**src/rtl/yankee_pkg.sv**
```systemverilog
// Shared widths, operand tuple layout and FSM encodings for the operand sequencer.
package yankee_pkg;

  localparam int X_W    = 8;
  localparam int COEF_W = 16;
  localparam int Y_W    = 16;

  // Packed tuple, x in the top bits so {x,a,b,c} concatenation matches field order.
  localparam int OPER_W = X_W + 3 * COEF_W;

  typedef struct packed {
    logic [X_W-1:0]    x;
    logic [COEF_W-1:0] a;
    logic [COEF_W-1:0] b;
    logic [COEF_W-1:0] c;
  } operand_t;

  localparam logic [1:0] ST_IDLE       = 2'd0;
  localparam logic [1:0] ST_WAIT_VALID = 2'd1;
  localparam logic [1:0] ST_WAIT_READY = 2'd2;

endpackage

```
**src/rtl/yankee_operand_fifo.sv**
```systemverilog
// Small tuple FIFO: head is read combinationally so the sequencer can pop and
// register the head in the same edge; push and pop may coincide.
module yankee_operand_fifo #(
  parameter int DEPTH  = 4,
  parameter int DATA_W = 56
) (
  input  logic                       clock,
  input  logic                       reset,
  input  logic                       push,
  input  logic [DATA_W-1:0]          push_data,
  input  logic                       pop,
  output logic [DATA_W-1:0]          head_data,
  output logic                       full,
  output logic                       empty,
  output logic [$clog2(DEPTH+1)-1:0] count
);

  localparam int PTR_W = $clog2(DEPTH);
  localparam int CNT_W = $clog2(DEPTH + 1);

  logic [DATA_W-1:0] mem [DEPTH];
  logic [PTR_W-1:0]  wr_ptr_reg;
  logic [PTR_W-1:0]  rd_ptr_reg;
  logic [CNT_W-1:0]  count_reg;
  logic              push_ok;
  logic              pop_ok;

  // Full blocks pushes even when a pop happens in the same cycle (no bypass).
  assign full      = (count_reg == CNT_W'(DEPTH));
  assign empty     = (count_reg == '0);
  assign push_ok   = push && !full;
  assign pop_ok    = pop && !empty;
  assign head_data = mem[rd_ptr_reg];
  assign count     = count_reg;

  // Storage array, no reset so it can map onto distributed RAM.
  always_ff @(posedge clock) begin
    if (push_ok) begin
      mem[wr_ptr_reg] <= push_data;
    end
  end

  // Pointers wrap naturally because DEPTH is a power of two.
  always_ff @(posedge clock or negedge reset) begin
    if (!reset) begin
      wr_ptr_reg <= '0;
      rd_ptr_reg <= '0;
      count_reg  <= '0;
    end else begin
      if (push_ok) begin
        wr_ptr_reg <= wr_ptr_reg + 1'b1;
      end
      if (pop_ok) begin
        rd_ptr_reg <= rd_ptr_reg + 1'b1;
      end
      case ({push_ok, pop_ok})
        2'b10:   count_reg <= count_reg + 1'b1;
        2'b01:   count_reg <= count_reg - 1'b1;
        default: count_reg <= count_reg;
      endcase
    end
  end

endmodule

```
**src/rtl/yankee_operand_sequencer.sv**
```systemverilog
// Feeds buffered {x,a,b,c} tuples to the quadratic solver one at a time,
// returns tagged results and flags solver timeouts.
module yankee_operand_sequencer
  import yankee_pkg::*;
#(
  parameter int DEPTH   = 4,
  parameter int SEQ_W   = 8,
  parameter int TIMEOUT = 255
) (
  input  logic                       clock,
  input  logic                       reset,
  input  logic                       in_valid,
  output logic                       in_ready,
  input  logic [X_W-1:0]             in_x,
  input  logic [COEF_W-1:0]          in_a,
  input  logic [COEF_W-1:0]          in_b,
  input  logic [COEF_W-1:0]          in_c,
  output logic [X_W-1:0]             sol_x,
  output logic [COEF_W-1:0]          sol_a,
  output logic [COEF_W-1:0]          sol_b,
  output logic [COEF_W-1:0]          sol_c,
  output logic                       sol_enable,
  input  logic                       sol_valid,
  input  logic                       sol_ready,
  input  logic [Y_W-1:0]             sol_y,
  output logic                       res_valid,
  output logic [Y_W-1:0]             res_y,
  output logic [SEQ_W-1:0]           res_seq,
  output logic [$clog2(DEPTH+1)-1:0] pending,
  output logic                       err
);

  localparam int TMO_W = $clog2(TIMEOUT);

  operand_t          in_tuple;
  operand_t          head_tuple;
  logic [OPER_W-1:0] head_data;
  logic              fifo_full;
  logic              fifo_empty;
  logic              issue;

  logic [1:0]        state_reg;
  logic [X_W-1:0]    sol_x_reg;
  logic [COEF_W-1:0] sol_a_reg;
  logic [COEF_W-1:0] sol_b_reg;
  logic [COEF_W-1:0] sol_c_reg;
  logic              sol_enable_reg;
  logic              valid_prev_reg;
  logic [TMO_W-1:0]  tmo_cnt_reg;
  logic [SEQ_W-1:0]  seq_reg;
  logic [SEQ_W-1:0]  cur_tag_reg;
  logic              res_valid_reg;
  logic [Y_W-1:0]    res_y_reg;
  logic [SEQ_W-1:0]  res_seq_reg;
  logic              err_reg;

  assign in_tuple   = {in_x, in_a, in_b, in_c};
  assign head_tuple = head_data;
  assign in_ready   = !fifo_full;
  assign issue      = (state_reg == ST_IDLE) && !fifo_empty && sol_ready;

  yankee_operand_fifo #(
    .DEPTH  (DEPTH),
    .DATA_W (OPER_W)
  ) u_fifo (
    .clock     (clock),
    .reset     (reset),
    .push      (in_valid),
    .push_data (in_tuple),
    .pop       (issue),
    .head_data (head_data),
    .full      (fifo_full),
    .empty     (fifo_empty),
    .count     (pending)
  );

  // Issue FSM with timeout, sol_valid rising-edge capture and result registers.
  always_ff @(posedge clock or negedge reset) begin
    if (!reset) begin
      state_reg      <= ST_IDLE;
      sol_x_reg      <= '0;
      sol_a_reg      <= '0;
      sol_b_reg      <= '0;
      sol_c_reg      <= '0;
      sol_enable_reg <= 1'b0;
      valid_prev_reg <= 1'b0;
      tmo_cnt_reg    <= '0;
      seq_reg        <= '0;
      cur_tag_reg    <= '0;
      res_valid_reg  <= 1'b0;
      res_y_reg      <= '0;
      res_seq_reg    <= '0;
      err_reg        <= 1'b0;
    end else begin
      valid_prev_reg <= sol_valid;
      sol_enable_reg <= 1'b0;
      res_valid_reg  <= 1'b0;
      case (state_reg)
        ST_IDLE: begin
          if (issue) begin
            sol_x_reg      <= head_tuple.x;
            sol_a_reg      <= head_tuple.a;
            sol_b_reg      <= head_tuple.b;
            sol_c_reg      <= head_tuple.c;
            sol_enable_reg <= 1'b1;
            cur_tag_reg    <= seq_reg;
            seq_reg        <= seq_reg + 1'b1;
            tmo_cnt_reg    <= '0;
            state_reg      <= ST_WAIT_VALID;
          end
        end
        ST_WAIT_VALID: begin
          // A level left high from before the issue never forms a rising edge.
          if (sol_valid && !valid_prev_reg) begin
            res_y_reg     <= sol_y;
            res_seq_reg   <= cur_tag_reg;
            res_valid_reg <= 1'b1;
            state_reg     <= ST_WAIT_READY;
          end else if (tmo_cnt_reg == TMO_W'(TIMEOUT - 1)) begin
            err_reg   <= 1'b1;
            state_reg <= ST_IDLE;
          end else begin
            tmo_cnt_reg <= tmo_cnt_reg + 1'b1;
          end
        end
        ST_WAIT_READY: begin
          if (sol_ready) begin
            state_reg <= ST_IDLE;
          end
        end
        default: state_reg <= ST_IDLE;
      endcase
    end
  end

  assign sol_x      = sol_x_reg;
  assign sol_a      = sol_a_reg;
  assign sol_b      = sol_b_reg;
  assign sol_c      = sol_c_reg;
  assign sol_enable = sol_enable_reg;
  assign res_valid  = res_valid_reg;
  assign res_y      = res_y_reg;
  assign res_seq    = res_seq_reg;
  assign err        = err_reg;

endmodule

```
**config.mk**
```make
export PLATFORM = sky130hd
export DESIGN_NAME = yankee_operand_sequencer
export DESIGN_NICKNAME = d
export VERILOG_FILES = /design/src/rtl/yankee_pkg.sv /design/src/rtl/yankee_operand_fifo.sv /design/src/rtl/yankee_operand_sequencer.sv
export SDC_FILE = /design/constraint.sdc
export NUM_CORES = 1
export LEC_CHECK = 0
export ABC_CLOCK_PERIOD_IN_PS = 2200
export BUFFER_PORTS_ARGS = -buffer_cell sky130_fd_sc_hd__buf_2
export CELL_PAD_IN_SITES_DETAIL_PLACEMENT = 1
export CELL_PAD_IN_SITES_GLOBAL_PLACEMENT = 2
export CORE_MARGIN = 4
export CORE_UTILIZATION = 40
export DETAILED_ROUTE_END_ITERATION = 8
export GPL_ROUTABILITY_DRIVEN = 0
export GPL_TIMING_DRIVEN = 0
export PLACE_DENSITY = 0.72
export SLEW_MARGIN = 10
export SYNTH_ARGS = -nofsm -noshare
export SYNTH_HDL_FRONTEND = slang
export SYNTH_SLANG_ARGS = --single-unit
```
**constraint.sdc**
```tcl
create_clock -name clock -period 2.2 [get_ports clock]
set_clock_uncertainty 0.05 [all_clocks]
set_input_delay 0.44 -clock clock [delete_from_list [all_inputs] [get_ports clock]]
set_output_delay 0.44 -clock clock [all_outputs]
set_load 0.005 [all_outputs]
```
==> out/metrics.csv <==
stage,metric,value,unit
finish,post-route cell area,15600,sq um
place,port buffer count,163,
floorplanning,core area,31600,sq um
finish,FILL cells,2902,
floorplanning,die area,34800,sq um
floorplanning,DIE HEIGHT,187,um
route,WL final,26.8,mm
clocking,TritonCTS sink count,341,
synthesis,Synth Area per Inst,21.1,sq um
route,DRC,0,
floorplanning,I/O pin total,164,
synthesis,Synth Area in Simple Gates,2.28,%
clocking,CTS Root Cell,clkbuf_16,
route,average wire per standard cell,21.4,um
synthesis,Synth cell types,39,
route,vias post-DR,6398,
synthesis,#FFs+latches synth,341,
clocking,Clock Pin Slew Worst Setup and Hold Paths,60,ps
worst_setup_path,"Max FO, Critical Path",18,
status,status,finished clean,
finish,most frequent cells in the layout,"edfxtp_1 (224), buf_2 (172), dfrtp_1 (115)",
place,Post-DP HPWL,17.5,mm
timing,post-layout min period,2110,ps
synthesis,area share of fa/ha/maj cells after synthesis,0.941,%
clocking,CTS tree,done,
worst_hold_path,type of the most critical hold path,input port to flip-flop,
route,Vias/cell,5.11,
worst_setup_path,Crit Path Category,flip-flop to flip-flop,
finish,Final Core Density,49.5,%
synthesis,Post-Synth XOR/XNOR Area,0.961,%
clocking,CTS Buf Count,38,
finish,"commonest non-fill, non-tap cell in the layout",edfxtp_1,
floorplanning,Initial Util,40.4,%
floorplanning,cell row count,65,
synthesis,mux share of post-synthesis cell area,18.1,%
clocking,CTS Buffer Depth,3,
synthesis,Synth Area in Compound Gates,0.706,%
route,initial drt markers,251,
synthesis,Mapped Area,12800,sq um
worst_setup_path,CP required,2530,ps
global_routing,first-pass GRT wire length,42.7,mm
timing,max-slew violation count,0,
place,placed cell area,14200,sq um
power_and_ir_drop,Max VDD drop,0.873,mV
power_and_ir_drop,leakage,5.94,nW
synthesis,register area share after synthesis,75.6,%
route,antenna-violating nets left,0,
finish,P&R area growth vs syn,22.3,%
route,drt first pass iters,4,
timing,Slew headroom,51.8,%
synthesis,Syn. warnings,0,
worst_setup_path,startpoint types,flip-flop,
timing,Final Hold Fails,0,
synthesis,"Top FF cell, synth",edfxtp_1,
worst_setup_path,CP arrival,2440,ps
synthesis,synthesized instance count,604,
timing,Max Freq,474,MHz
global_routing,GRT Total Usage,15.4,%
place,number of cells after detailed placement,1174,
global_routing,GRT overflow,0,
timing,count of endpoints failing setup in the final report,0,
synthesis,post-synthesis async set-or-reset flop share,34.3,%
synthesis,"EDFF count, synth",224,
finish,nets@finish,905,
clocking,"Clk Latency, worst-skew pair",510,ps
global_routing,number of global-route vias before repair,7329,
job,max-cap violation count,0,
clocking,htree depth,2,
timing,setup TNS,0,ps
global_routing,largest net degree at the start of global routing,64,
finish,post-route insts no fill,1251,
finish,max FFs per register,224,
floorplanning,Die W,187,um
synthesis,syn_nets,690,
synthesis,largest family of logic cells by synthesized area,multiplexers,
power_and_ir_drop,PD cells,1400,nW/um^2
finish,share of cells above drive strength 1,48.8,%
worst_setup_path,kind of end point of the critical path,flip-flop,
global_routing,initial antenna violation count,7,
finish,Top reg by flops,u_fifo.mem,
timing,fin crit share,95.8,%
timing,Slew @ Worst Pin,722,ps
==> kinds of logic after synthesis <==
| family | Yosys count |
|---|---|
| muxes | 150 |
| DFF | 341 |
| and+or+nand+nor | 48 |
| xor gates and xnor gates | 14 |
| buffers and inverters | 31 |
| AOI/OAI and AO/OA | 11 |
| adders and majority gates | 9 |
==> per-layer routing <==
layer  up-vias  GRT usage (%)  share of wire [%]
li1       2827              -                  -
met1      3350           20.0                 43
met2       164           25.8                 49
met3        47           5.05                6.7
met4        10           3.04                1.6
met5         -              0               0.21
==> final timing paths <==
check                                          to            start  depth (start not counted)  slack, ps
worst max-delay path                     sol_a[4]  u_fifo.count[1]                          7         90
worst min-delay path            u_fifo.mem[1][24]          in_b[8]                          1         90
worst max register to register           sol_a[4]  u_fifo.count[1]                          7         90
worst min register to register         seq_reg[7]       seq_reg[7]                          1        420
max in group asynchronous                sol_a[2]            reset                          3        870
min in group asynchronous                res_y[6]            reset                          2        480
==> cells in the mapped netlist (all sizes together), types with 2 or more instances <==
master / instances / area share [%]
nor4b: 2 / 0.25
inv: 8 / 0.24
nand3: 6 / 0.24
o21ai: 2 / 0.078
nand4: 4 / 0.20
mux2: 91 / 8.0
xnor2: 10 / 0.69
nor2: 4 / 0.14
xor2: 4 / 0.27
nor3: 4 / 0.24
ha: 8 / 0.78
buf: 17 / 0.89
nand2: 9 / 0.26
and3: 6 / 0.29
o22a: 3 / 0.21
and2: 3 / 0.15
mux4: 56 / 9.9
nor4: 2 / 0.098
nand2b: 5 / 0.25
dfrtp: 117 / 23
edfxtp: 224 / 53
mux2i: 3 / 0.24
clkbuf: 6 / 0.19
==> where the power goes <==
part | leakage (nW) | switching, W | total (W) | internal, W
registers | 3.47 | 0.000799 | 0.00956 | 0.00876
logic | 1.86 | 0.00288 | 0.00607 | 0.00319
clock network | 0.607 | 0.00240 | 0.00620 | 0.00381
total | 5.94 | 0.00608 | 0.0218 | 0.0158
==> critical path: stages (launching register included) <==
cell,delay (ps)
dfrtp_1,420
nor3_4,70
nor4b_4,260
buf_4,190
buf_12,120
buf_4,250
buf_4,260
mux2_2,360
==> what timing repair did <==
| item | 4_1_cts | 5_1_grt |
|---|---|---|
| pin swaps | 1 | 5 |
| endpoints found under the hold margin | 63 | 0 |
| buffers inserted | 6 | 0 |
| hold buffers | 2 | 0 |
| endpoints found under the setup margin | 25 | 20 |
| gates resized for setup | 9 | 9 |
==> stage by stage <==
step | hold slack (ps) | worst slack, ps | total power (W)
after global placement | 412 | -1200 | 0.0153
final | 89.7 | 92.0 | 0.0218
after CTS | 62.8 | 14.5 | 0.0222
after floorplan | 94.4 | 0.497 | 0.0133
after detailed placement | 417 | -661 | 0.0158
after global routing | 69.0 | -27.8 | 0.0231
==> cell type report <==
| type | instances | area, sq um | area share, % |
|---|---|---|---|
| plain buffers | 22 | 146 | 0.938 |
| well taps | 402 | 503 | 3.22 |
| clock inverters | 15 | 154 | 0.986 |
| diodes | 2 | 5.00 | 0.0321 |
| repair buffers | 176 | 1020 | 6.57 |
| inverters | 8 | 30.0 | 0.192 |
| flip-flops and latches | 341 | 9660 | 61.9 |
| clock buffers | 53 | 1090 | 6.98 |
| multi-input cells | 232 | 3000 | 19.2 |
No activity file was read; power rests on OpenSTA's default activity.
